`config.mk`:
```
export PLATFORM = sky130hd
export DESIGN_NAME = gru_seq_ctrl
export DESIGN_NICKNAME = d
export VERILOG_FILES = /design/src/rtl/gru_pkg.sv /design/src/rtl/gru_phase_timer.sv /design/src/rtl/gru_seq_ctrl.sv
export SDC_FILE = /design/constraint.sdc
export NUM_CORES = 1
export LEC_CHECK = 0
export ABC_AREA = 0
export BUFFER_PORTS_ARGS = -buffer_cell sky130_fd_sc_hd__buf_2
export CORE_ASPECT_RATIO = 0.9
export CORE_MARGIN = 4
export CORE_UTILIZATION = 25
export CTS_BUF_LIST = sky130_fd_sc_hd__clkbuf_4
export DETAILED_ROUTE_END_ITERATION = 8
export SETUP_SLACK_MARGIN = 0.5
export SLEW_MARGIN = 20
export SYNTH_ARGS = -nofsm -noshare
export SYNTH_HDL_FRONTEND = slang
export SYNTH_HIERARCHICAL = 1
export SYNTH_SLANG_ARGS = --single-unit
export TNS_END_PERCENT = 10
```
`constraint.sdc`:
```
create_clock -name clk1 -period 2.25 [get_ports clk1]
set_clock_uncertainty 0.15 [all_clocks]
set_input_delay 0.3375 -clock clk1 [delete_from_list [all_inputs] [get_ports clk1]]
set_output_delay 0.3375 -clock clk1 [all_outputs]
set_load 0.02 [all_outputs]
```
`src/rtl/gru_pkg.sv`:
```
// Shared definitions for the GRU sequencer: phase codes, FSM encoding and
// a constant-foldable ceil(log2) used to size counters and address fields.
package gru_pkg;

  localparam logic [1:0] PH_Z    = 2'd0;
  localparam logic [1:0] PH_R    = 2'd1;
  localparam logic [1:0] PH_C    = 2'd2;
  localparam logic [1:0] PH_IDLE = 2'd3;

  typedef enum logic [2:0] {
    S_IDLE   = 3'd0,
    S_WAIT_X = 3'd1,
    S_RUN    = 3'd2,
    S_DRAIN  = 3'd3,
    S_OUT    = 3'd4,
    S_FIN    = 3'd5
  } state_t;

  function automatic int clog2(input int v);
    int r;
    r = 0;
    while ((1 << r) < v) r++;
    return r;
  endfunction

endpackage

```
`src/rtl/gru_phase_timer.sv`:
```
// Loadable down-counter timing one gate phase or the drain interval.
// The caller loads (interval - 1); tc is high on the final cycle of the
// interval while the timer is enabled.
module gru_phase_timer #(
  parameter int CNT_W = 2
) (
  input  logic             clk1,
  input  logic             rst_n,
  input  logic             en,
  input  logic             load,
  input  logic [CNT_W-1:0] load_val,
  output logic             tc
);

  logic [CNT_W-1:0] cnt;

  // Reload on request, otherwise count down and rest at zero.
  always_ff @(posedge clk1 or negedge rst_n) begin
    if (!rst_n) begin
      cnt <= '0;
    end else if (load) begin
      cnt <= load_val;
    end else if (en && (cnt != '0)) begin
      cnt <= cnt - 1'b1;
    end
  end

  assign tc = en && (cnt == '0);

endmodule

```
`src/rtl/gru_seq_ctrl.sv`:
```
// Sequencer for one GRU cell: takes x vectors, steps the cell through the
// z/r/c gate phases, captures the new hidden state after the cell pipeline
// drains, hands it downstream and feeds it back as h_prev.
module gru_seq_ctrl
  import gru_pkg::*;
#(
  parameter int DATA_WIDTH = 8,
  parameter int H          = 4,
  parameter int X          = 4,
  parameter int STEP_CYC   = 3,
  parameter int DRAIN_CYC  = 2,
  parameter int LEN_W      = 8
) (
  input  logic                    clk1,
  input  logic                    rst_n,
  input  logic                    start,
  input  logic                    abort,
  input  logic [LEN_W-1:0]        seq_len,
  input  logic                    use_h_init,
  input  logic [H*DATA_WIDTH-1:0] h_init,
  input  logic                    x_valid,
  output logic                    x_ready,
  input  logic [X*DATA_WIDTH-1:0] x_in,
  output logic [X*DATA_WIDTH-1:0] cell_x,
  output logic [H*DATA_WIDTH-1:0] cell_h_prev,
  output logic                    cell_en,
  output logic [1:0]              cell_phase,
  output logic [clog2(3*H):0]     w_row_base,
  input  logic [H*DATA_WIDTH-1:0] cell_h_new,
  output logic                    h_valid,
  input  logic                    h_ready,
  output logic [H*DATA_WIDTH-1:0] h_out,
  output logic                    busy,
  output logic                    done
);

  localparam int WRB_W = clog2(3*H) + 1;
  localparam int TMAX  = (STEP_CYC > DRAIN_CYC) ? STEP_CYC : DRAIN_CYC;
  localparam int CNT_W = clog2(TMAX) + 1;

  state_t                  state, state_nxt;
  logic [1:0]              phase;
  logic [LEN_W-1:0]        steps_left;
  logic [H*DATA_WIDTH-1:0] h_reg;

  logic             tmr_en, tmr_load, tmr_tc;
  logic [CNT_W-1:0] tmr_val;
  logic             start_ok, x_hs, run_tc, cap, h_hs;

  // Qualified events; abort suppresses every datapath update in its cycle.
  assign start_ok = (state == S_IDLE)   && start && !abort && (seq_len != '0);
  assign x_hs     = (state == S_WAIT_X) && x_valid && !abort;
  assign run_tc   = (state == S_RUN)    && tmr_tc && !abort;
  assign cap      = (state == S_DRAIN)  && tmr_tc && !abort;
  assign h_hs     = (state == S_OUT)    && h_ready && !abort;

  assign tmr_en   = (state == S_RUN) || (state == S_DRAIN);
  assign tmr_load = x_hs || run_tc;
  assign tmr_val  = (run_tc && (phase == PH_C)) ? CNT_W'(DRAIN_CYC - 1)
                                                : CNT_W'(STEP_CYC - 1);

  gru_phase_timer #(.CNT_W(CNT_W)) u_timer (
    .clk1     (clk1),
    .rst_n    (rst_n),
    .en       (tmr_en),
    .load     (tmr_load),
    .load_val (tmr_val),
    .tc       (tmr_tc)
  );

  // State register.
  always_ff @(posedge clk1 or negedge rst_n) begin
    if (!rst_n) state <= S_IDLE;
    else        state <= state_nxt;
  end

  // Next-state logic; abort overrides every transition.
  always_comb begin
    state_nxt = state;
    if (abort) begin
      state_nxt = S_IDLE;
    end else begin
      case (state)
        S_IDLE:   if (start) state_nxt = (seq_len != '0) ? S_WAIT_X : S_FIN;
        S_WAIT_X: if (x_valid) state_nxt = S_RUN;
        S_RUN:    if (tmr_tc && (phase == PH_C)) state_nxt = S_DRAIN;
        S_DRAIN:  if (tmr_tc) state_nxt = S_OUT;
        S_OUT:    if (h_ready) state_nxt = (steps_left == LEN_W'(1)) ? S_FIN : S_WAIT_X;
        S_FIN:    state_nxt = S_IDLE;
        default:  state_nxt = S_IDLE;
      endcase
    end
  end

  // Outputs decoded from the current state and the registered phase.
  always_comb begin
    x_ready    = (state == S_WAIT_X);
    cell_en    = (state == S_RUN);
    cell_phase = cell_en ? phase : PH_IDLE;
    w_row_base = cell_en ? (WRB_W'(phase) * WRB_W'(H)) : '0;
    h_valid    = (state == S_OUT);
    busy       = (state != S_IDLE);
    done       = (state == S_FIN);
  end

  // Operand, phase, step-count and result registers.
  always_ff @(posedge clk1 or negedge rst_n) begin
    if (!rst_n) begin
      cell_x     <= '0;
      h_reg      <= '0;
      h_out      <= '0;
      phase      <= PH_Z;
      steps_left <= '0;
    end else begin
      if (start_ok) begin
        h_reg      <= use_h_init ? h_init : '0;
        steps_left <= seq_len;
      end
      if (x_hs) begin
        cell_x <= x_in;
        phase  <= PH_Z;
      end else if (run_tc && (phase != PH_C)) begin
        phase <= phase + 1'b1;
      end
      if (cap) begin
        h_reg <= cell_h_new;
        h_out <= cell_h_new;
      end
      if (h_hs) steps_left <= steps_left - 1'b1;
    end
  end

  assign cell_h_prev = h_reg;

endmodule

```
== Word level (Yosys, flattened, before mapping) ==
Cells that the tools add are included.
Widths: inputs -> output; s select.

* Flip-flop bits (word level): 112

* Reductions and logical operators: 29
* Muxes and demuxes: 21
* Add/subtract/negate cells: 3
* Eq/ne operators: 13

{| class="wikitable"
|+ Operator list
! kind !! count
|-
| $mux 32 || 3
|-
| $mux 3 || 10
|-
| $logic_and 1x1->1 || 16
|-
| $mux 8 || 2
|-
| $pmux 3 s5 || 1
|-
| $ne 3x3->1 const B || 3
|-
| $eq 8x1->1 const B || 1
|-
| $mux 2 || 4
|-
| $reduce_bool 2->1 || 4
|-
| $reduce_bool 8->1 || 1
|-
| $sub 8x1->8 const B || 1
|-
| $eq 3x2->1 const B || 2
|-
| $eq 3x3->1 const B || 2
|-
| $logic_not 3->1 || 2
|-
| $ne 3x2->1 const B || 2
|-
| $reduce_bool 3->1 || 2
|-
| $reduce_and 5->1 || 1
|-
| $mux 4 || 1
|-
| $eq 3x1->1 const B || 1
|-
| $sub 3x1->3 const B || 1
|-
| $add 2x1->2 const B || 1
|-
| $eq 2x2->1 const B || 1
|-
| $logic_or 1x1->1 || 2
|-
| $ne 2x2->1 const B || 1
|-
| $logic_not 1->1 || 1
|}

== Longest topological paths before layout ==
* Word-level depth: 8
* Gate-level depth with buffers: 9

== Hierarchy ==
Netlist, hierarchy kept.

{| class="wikitable"
|+ Modules (own cells, without submodules)
! module !! area each (um^2) !! times used !! seq. area each (um^2) !! cells an instance
|-
| gru_seq_ctrl || 4864.7 || 1 || 2727.6 || 487
|-
| gru_phase_timer || 207.7 || 1 || 75.1 || 24
|}

== Worst setup path before layout ==
No wires, ideal clock.

* Path kind: register -> register
* Start: register state[1]
* End: register h_out[0]
* Path slack: -0.007 ns
* Arrival: 2.042 ns
* Buffers on the path: 2
* Stages on the path, launching flop included: 10
* Cell sequence: dfrtp_1 buf_2 nor2b_1 inv_1 nor2_1 nand2_1 nor4b_2 buf_2 nand2_1 nand2_1

* Longest elaborated chain between the ends: 5
* Elaborated cells on any way between the ends: 6
* Classes of those cells: eq/ne (2); reduce/logical (4)

{| class="wikitable"
|+ RTL lines
! what !! line !! source
|-
| start: declaration || gru_seq_ctrl.sv:41 || <nowiki>state_t state, state_nxt;</nowiki>
|-
| start signal: assignment || gru_seq_ctrl.sv:74 || <nowiki>else state <= state_nxt;</nowiki>
|-
| $eq 3x2->1 || gru_seq_ctrl.sv:57 || <nowiki>assign tmr_en = (state == S_RUN) || (state == S_DRAIN);</nowiki>
|-
| $logic_or 1x1->1 * || gru_seq_ctrl.sv:57 ||
|-
| net tmr_en || gru_seq_ctrl.sv:46 || <nowiki>logic tmr_en, tmr_load, tmr_tc;</nowiki>
|-
| $logic_and 1x1->1 * || gru_phase_timer.sv:28 || <nowiki>assign tc = en && (cnt == '0);</nowiki>
|-
| net tmr_tc || gru_seq_ctrl.sv:46 ||
|-
| $logic_and 1x1->1 * (2 in a row) || gru_seq_ctrl.sv:54 || <nowiki>assign cap = (state == S_DRAIN) && tmr_tc && !abort;</nowiki>
|-
| end signal: assignment || gru_seq_ctrl.sv:127 || <nowiki>h_out <= cell_h_new;</nowiki>
|-
| end: declaration || gru_seq_ctrl.sv:32 || <nowiki>output logic [H*DATA_WIDTH-1:0] h_out,</nowiki>
|}

The timed path passes the listed nets; every way through them passes the cells marked *.
A chain may end at the register's enable or synchronous reset.

== Worst setup path after layout ==
* Start: register state[1]
* End: register h_reg[18] (netlist: cell_h_prev[18])

* Longest elaborated chain between the ends: 6
* Elaborated cells on any way between the ends: 12
* Classes of those cells: eq/ne (2); mux (1); reduce/logical (9)

{| class="wikitable"
|+ RTL lines
! what !! line !! source
|-
| $eq 3x2->1 || gru_seq_ctrl.sv:57 ||
|-
| $logic_or 1x1->1 * || gru_seq_ctrl.sv:57 ||
|-
| net tmr_en || gru_seq_ctrl.sv:46 ||
|-
| $logic_and 1x1->1 * || gru_phase_timer.sv:28 ||
|-
| net tmr_tc || gru_seq_ctrl.sv:46 ||
|-
| $logic_and 1x1->1 * (2 in a row) || gru_seq_ctrl.sv:54 ||
|-
| $mux 32 / $reduce_bool 2->1 (equally long branches) || - ||
|-
| end signal: assignment || gru_seq_ctrl.sv:116 || <nowiki>h_reg <= use_h_init ? h_init : '0;</nowiki>
|-
| end signal: assignment || gru_seq_ctrl.sv:126 || <nowiki>h_reg <= cell_h_new;</nowiki>
|-
| end: declaration || gru_seq_ctrl.sv:44 || <nowiki>logic [H*DATA_WIDTH-1:0] h_reg;</nowiki>
|}

Marks and branches as above.

==> impl_metrics.yaml <==
clock_network:
  cts_max_level: 3
  cts_tree: "built"
  cts_root_buffer: "sky130_fd_sc_hd__clkbuf_4"
  numClockSinks: 112
  numCtsBuffers: 9
  clkSlewWorstSetupHoldPaths_ns: 0.17
  cts.path.max_buffers: 2
  clk_latency_ns: 0.47
global_routing:
  grt_ovf: 0
  grtUsageTotal: 0.1538
  grt_start_max_net_pins: 97
  via_count_of_the_first_global_routing_pass: 5336
  global_route_wire_length_before_repair_mm: 27.53
  antenna_found_initial: 2
cells_and_area:
  final_cells: 1115
  final_util: 0.4103
  fillers: 1915
  post_route_cells_drive_above_1_share: 0.3958
  ff_latch_area_um2: 2806
  nets: 972
  multi_input_area_um2: 2185
  syn2layout_area_growth_pct: 61.67
  final_area_um2: 8200
floorplanning:
  fp.coreArea_um2: 19990
  die-height_um: 143.1
  initial_utilization: 0.2538
  rows: 49
  chipWidth_um: 158.1
  die_area_um2: 22640
  floorplan.io_pins: 219
timing:
  unrepaired_setup_endpoints_after_global_routing: "true"
  achievable-frequency_mhz: 466.5
  maxSlewViolCount: 0
  slew_headroom: 0.5551
  worst-slew-pin-transition_ns: 0.6674
  timing.final.crit_share: 0.9527
  finalHoldViolCount: 0
  post-route-min-period_ns: 2.144
  timing.final.setup_violations: 0
synthesis:
  synth-warning-count: 6
  synth_sequential_area_ratio: 0.5525
  synthesis.instances: 511
  synth_enable_flop_cells: 0
  synth-async-reset-ratio: 1.000
  synthesis.area_um2: 5072
  ys_top_cells_by_area: "sky130_fd_sc_hd__dfrtp_1 55%, sky130_fd_sc_hd__nand2_1 11%, sky130_fd_sc_hd__mux2_2 7.1%"
  synth_commonest_cells: "143 x sky130_fd_sc_hd__nand2_1, 112 x sky130_fd_sc_hd__dfrtp_1, 40 x sky130_fd_sc_hd__nand3_1"
  dominantRegCellSynth: "sky130_fd_sc_hd__dfrtp_1"
  syn_area_per_cell_um2: 9.926
  ys_types: 50
  synth.top_cell.area_share: 0.5525
  postSynthRegisterBits: 112
  cell_with_the_most_instances_after_synthesis: "sky130_fd_sc_hd__nand2_1"
  synth_largest_area_cell: "sky130_fd_sc_hd__dfrtp_1"
routing:
  detail_route.iter0.violations: 344
  post-route-drc-count: 0
  routed_wirelength_mm: 18.73
  wire_per_inst_um: 16.80
  drtAntennaViolNets: 0
  vias_per_cell: 4.630
  num_vias: 5162
  drtPass1Iterations: 4
setup_path:
  crit_arrival_ns: 2.33
  timing.critical_path.slowest_cell_delay_ns: 0.47
  critical_path.startpoint_type: "flip-flop"
  setup.worst_path.end_class: "flip-flop"
  worst_path_most_repeated_cell: "sky130_fd_sc_hd__buf_6"
  timing_worst_setup_path_type: "flip-flop to flip-flop"
  cp.required_ns: 2.44
  critPathSlowestCell: "sky130_fd_sc_hd__dfrtp_2"
  crit_chain: "nor2b_4 -> buf_4 -> buf_4 -> inv_2 -> nor2_4 -> buf_6 -> nand4_1 -> buf_6 -> buf_6 -> a31oi_1"
  critical_path_peak_fanout: 48
place:
  dp.cells: 969
  placed_cell_area_um2: 6510
  dp_hpwl_mm: 11.47
  place.port_buffers: 215
  finalWeightedCongestion: 0.7829
power_and_ir_drop:
  comb_power_share: 0.404
  proportion_of_power_drawn_by_the_clock_network: 0.165
  power-per-cell-area_nw_per_um2: 826.0
  vdd.ir_drop.worst_mv: 0.5510
  leakagePower_nw: 4.175
  seqPwrFrac: 0.431
  power_switching_mw: 2.544
  swShare: 0.3755
  cell_internal_pwr_mw: 4.230
hold_path:
  min_path_type: "input pin to flip-flop"
job:
  drv_cap: 0
status:
  outcome: "completed"
## metal layers
layer  up-vias  global-route usage  share of wire
met2       237              0.2600           0.48
met1      2461              0.1879           0.42
met5         -                   0        0.00064
li1       2435                   -              -
met3        27             0.04970          0.086
met4         2             0.04488          0.018
## worst max-delay path, delay by kind of cell, from the launching register on
family	cells	cell delay (ns)
AO/OA/AOI/OAI	1	0.15
buffers and inverters	6	0.92
flip-flops	1	0.47
AND/OR/NAND/NOR	3	0.30
## kinds of logic (layout without fill, tap and decap cells)
family	count (synthesis)	count (layout)	synth area share
simple gates	255	255	0.2262
flops	112	112	0.5525
compound gates	61	61	0.08609
buf+inv	43	388	0.04736
mux	33	33	0.07302
fa+ha+maj	5	5	0.01233
other cells	1	5	0.0007393
xor+xnor	1	1	0.001727
## area by class of cell
cell class / instances / area share
Clock inverter: 4 / 0.008697
Clock buffer: 10 / 0.009155
Inverter: 10 / 0.004577
Tap cell: 255 / 0.03891
Timing Repair Buffer: 364 / 0.3297
Sequential cell: 112 / 0.3422
Antenna cell: 1 / 0.0003052
Multi-Input combinational cell: 359 / 0.2664
## final timing paths
check,startpoint,end,slack [ns],cells after the start
worst min register to register,h_out[26]$_DFFE_PN0P_,h_out[26]$_DFFE_PN0P_,0.34,2
min in group asynchronous,rst_n,cell_h_prev[31]$_DFFE_PN0P_,0.25,2
worst min-delay path,abort,state[2]$_DFFE_PN0P_,0.18,3
worst max-delay path,state[1]$_DFFE_PN0P_,cell_h_prev[18]$_DFFE_PN0P_,0.11,10
max in group asynchronous,rst_n,cell_h_prev[24]$_DFFE_PN0P_,1.07,3
worst max register to register,state[1]$_DFFE_PN0P_,cell_h_prev[18]$_DFFE_PN0P_,0.11,10
## state kept, by name (all words and copies together), names as in the netlist
name,flops
cell_x,32
h_out,32
steps_left,8
state,3
u_timer/cnt,3
phase,2
cell_h_prev,32
## placed cells by master (no fill, tap or decap), types with 2 or more instances in the layout
cell and instances:
sky130_fd_sc_hd__bufbuf_16 2, sky130_fd_sc_hd__buf_6 15, sky130_fd_sc_hd__o311ai_1 2, sky130_fd_sc_hd__o22ai_1 2
sky130_fd_sc_hd__o21ai_1 2, sky130_fd_sc_hd__conb_1 4, sky130_fd_sc_hd__buf_4 27, sky130_fd_sc_hd__or4_1 2
sky130_fd_sc_hd__dlygate4sd3_1 106, sky130_fd_sc_hd__nand3_1 40, sky130_fd_sc_hd__nand2b_1 3, sky130_fd_sc_hd__and2_1 2
sky130_fd_sc_hd__clkbuf_4 10, sky130_fd_sc_hd__a31oi_1 31, sky130_fd_sc_hd__inv_1 6, sky130_fd_sc_hd__buf_2 205
sky130_fd_sc_hd__and2_4 2, sky130_fd_sc_hd__ha_1 4, sky130_fd_sc_hd__dfrtp_1 109, sky130_fd_sc_hd__nor2_1 32
sky130_fd_sc_hd__nand4_1 3, sky130_fd_sc_hd__nor3_1 3, sky130_fd_sc_hd__nand2_1 141, sky130_fd_sc_hd__bufinv_16 2
sky130_fd_sc_hd__inv_2 4, sky130_fd_sc_hd__o211ai_1 5, sky130_fd_sc_hd__o2111a_1 2, sky130_fd_sc_hd__nor2b_4 4
sky130_fd_sc_hd__buf_12 7, sky130_fd_sc_hd__a21oi_1 3, sky130_fd_sc_hd__dfrtp_2 3, sky130_fd_sc_hd__or4_4 2
sky130_fd_sc_hd__a31oi_2 2, sky130_fd_sc_hd__nor2_4 5, sky130_fd_sc_hd__mux2_2 32
## metrics by stage
step	power (mW)	hold slack, ns	setup TNS, ns	setup slack, ns
after detailed placement	5.348	0.2220	0	0.1808
final	6.773	0.1768	0	0.1065
after floorplan	4.409	-0.1081	0	0.3705
after global routing	7.218	0.1243	-0.01329	-0.008094
after global placement	5.285	0.2171	0	0.1888
after CTS	6.775	0.09610	0	0.07040
## power by group through the flow
| stage | clock (mW) | sequential (mW) | combinational [mW] |
|---|---|---|---|
| after floorplan | 0 | 3.50 | 0.905 |
| after global placement | 0 | 2.93 | 2.36 |
| after detailed placement | 0 | 2.95 | 2.40 |
| after CTS | 1.19 | 2.91 | 2.67 |
| after global routing | 1.26 | 2.99 | 2.97 |
| final | 1.12 | 2.92 | 2.74 |
## what timing repair did
item,4_1_cts,5_1_grt
gates cloned,2,4
setup buffers,14,5
pin swaps,6,4
endpoints found under the setup margin,117,121
gates resized for setup,34,25
hold endpoints to repair,140,0
hold buffers,106,0
(Power assumes the default switching activity.)
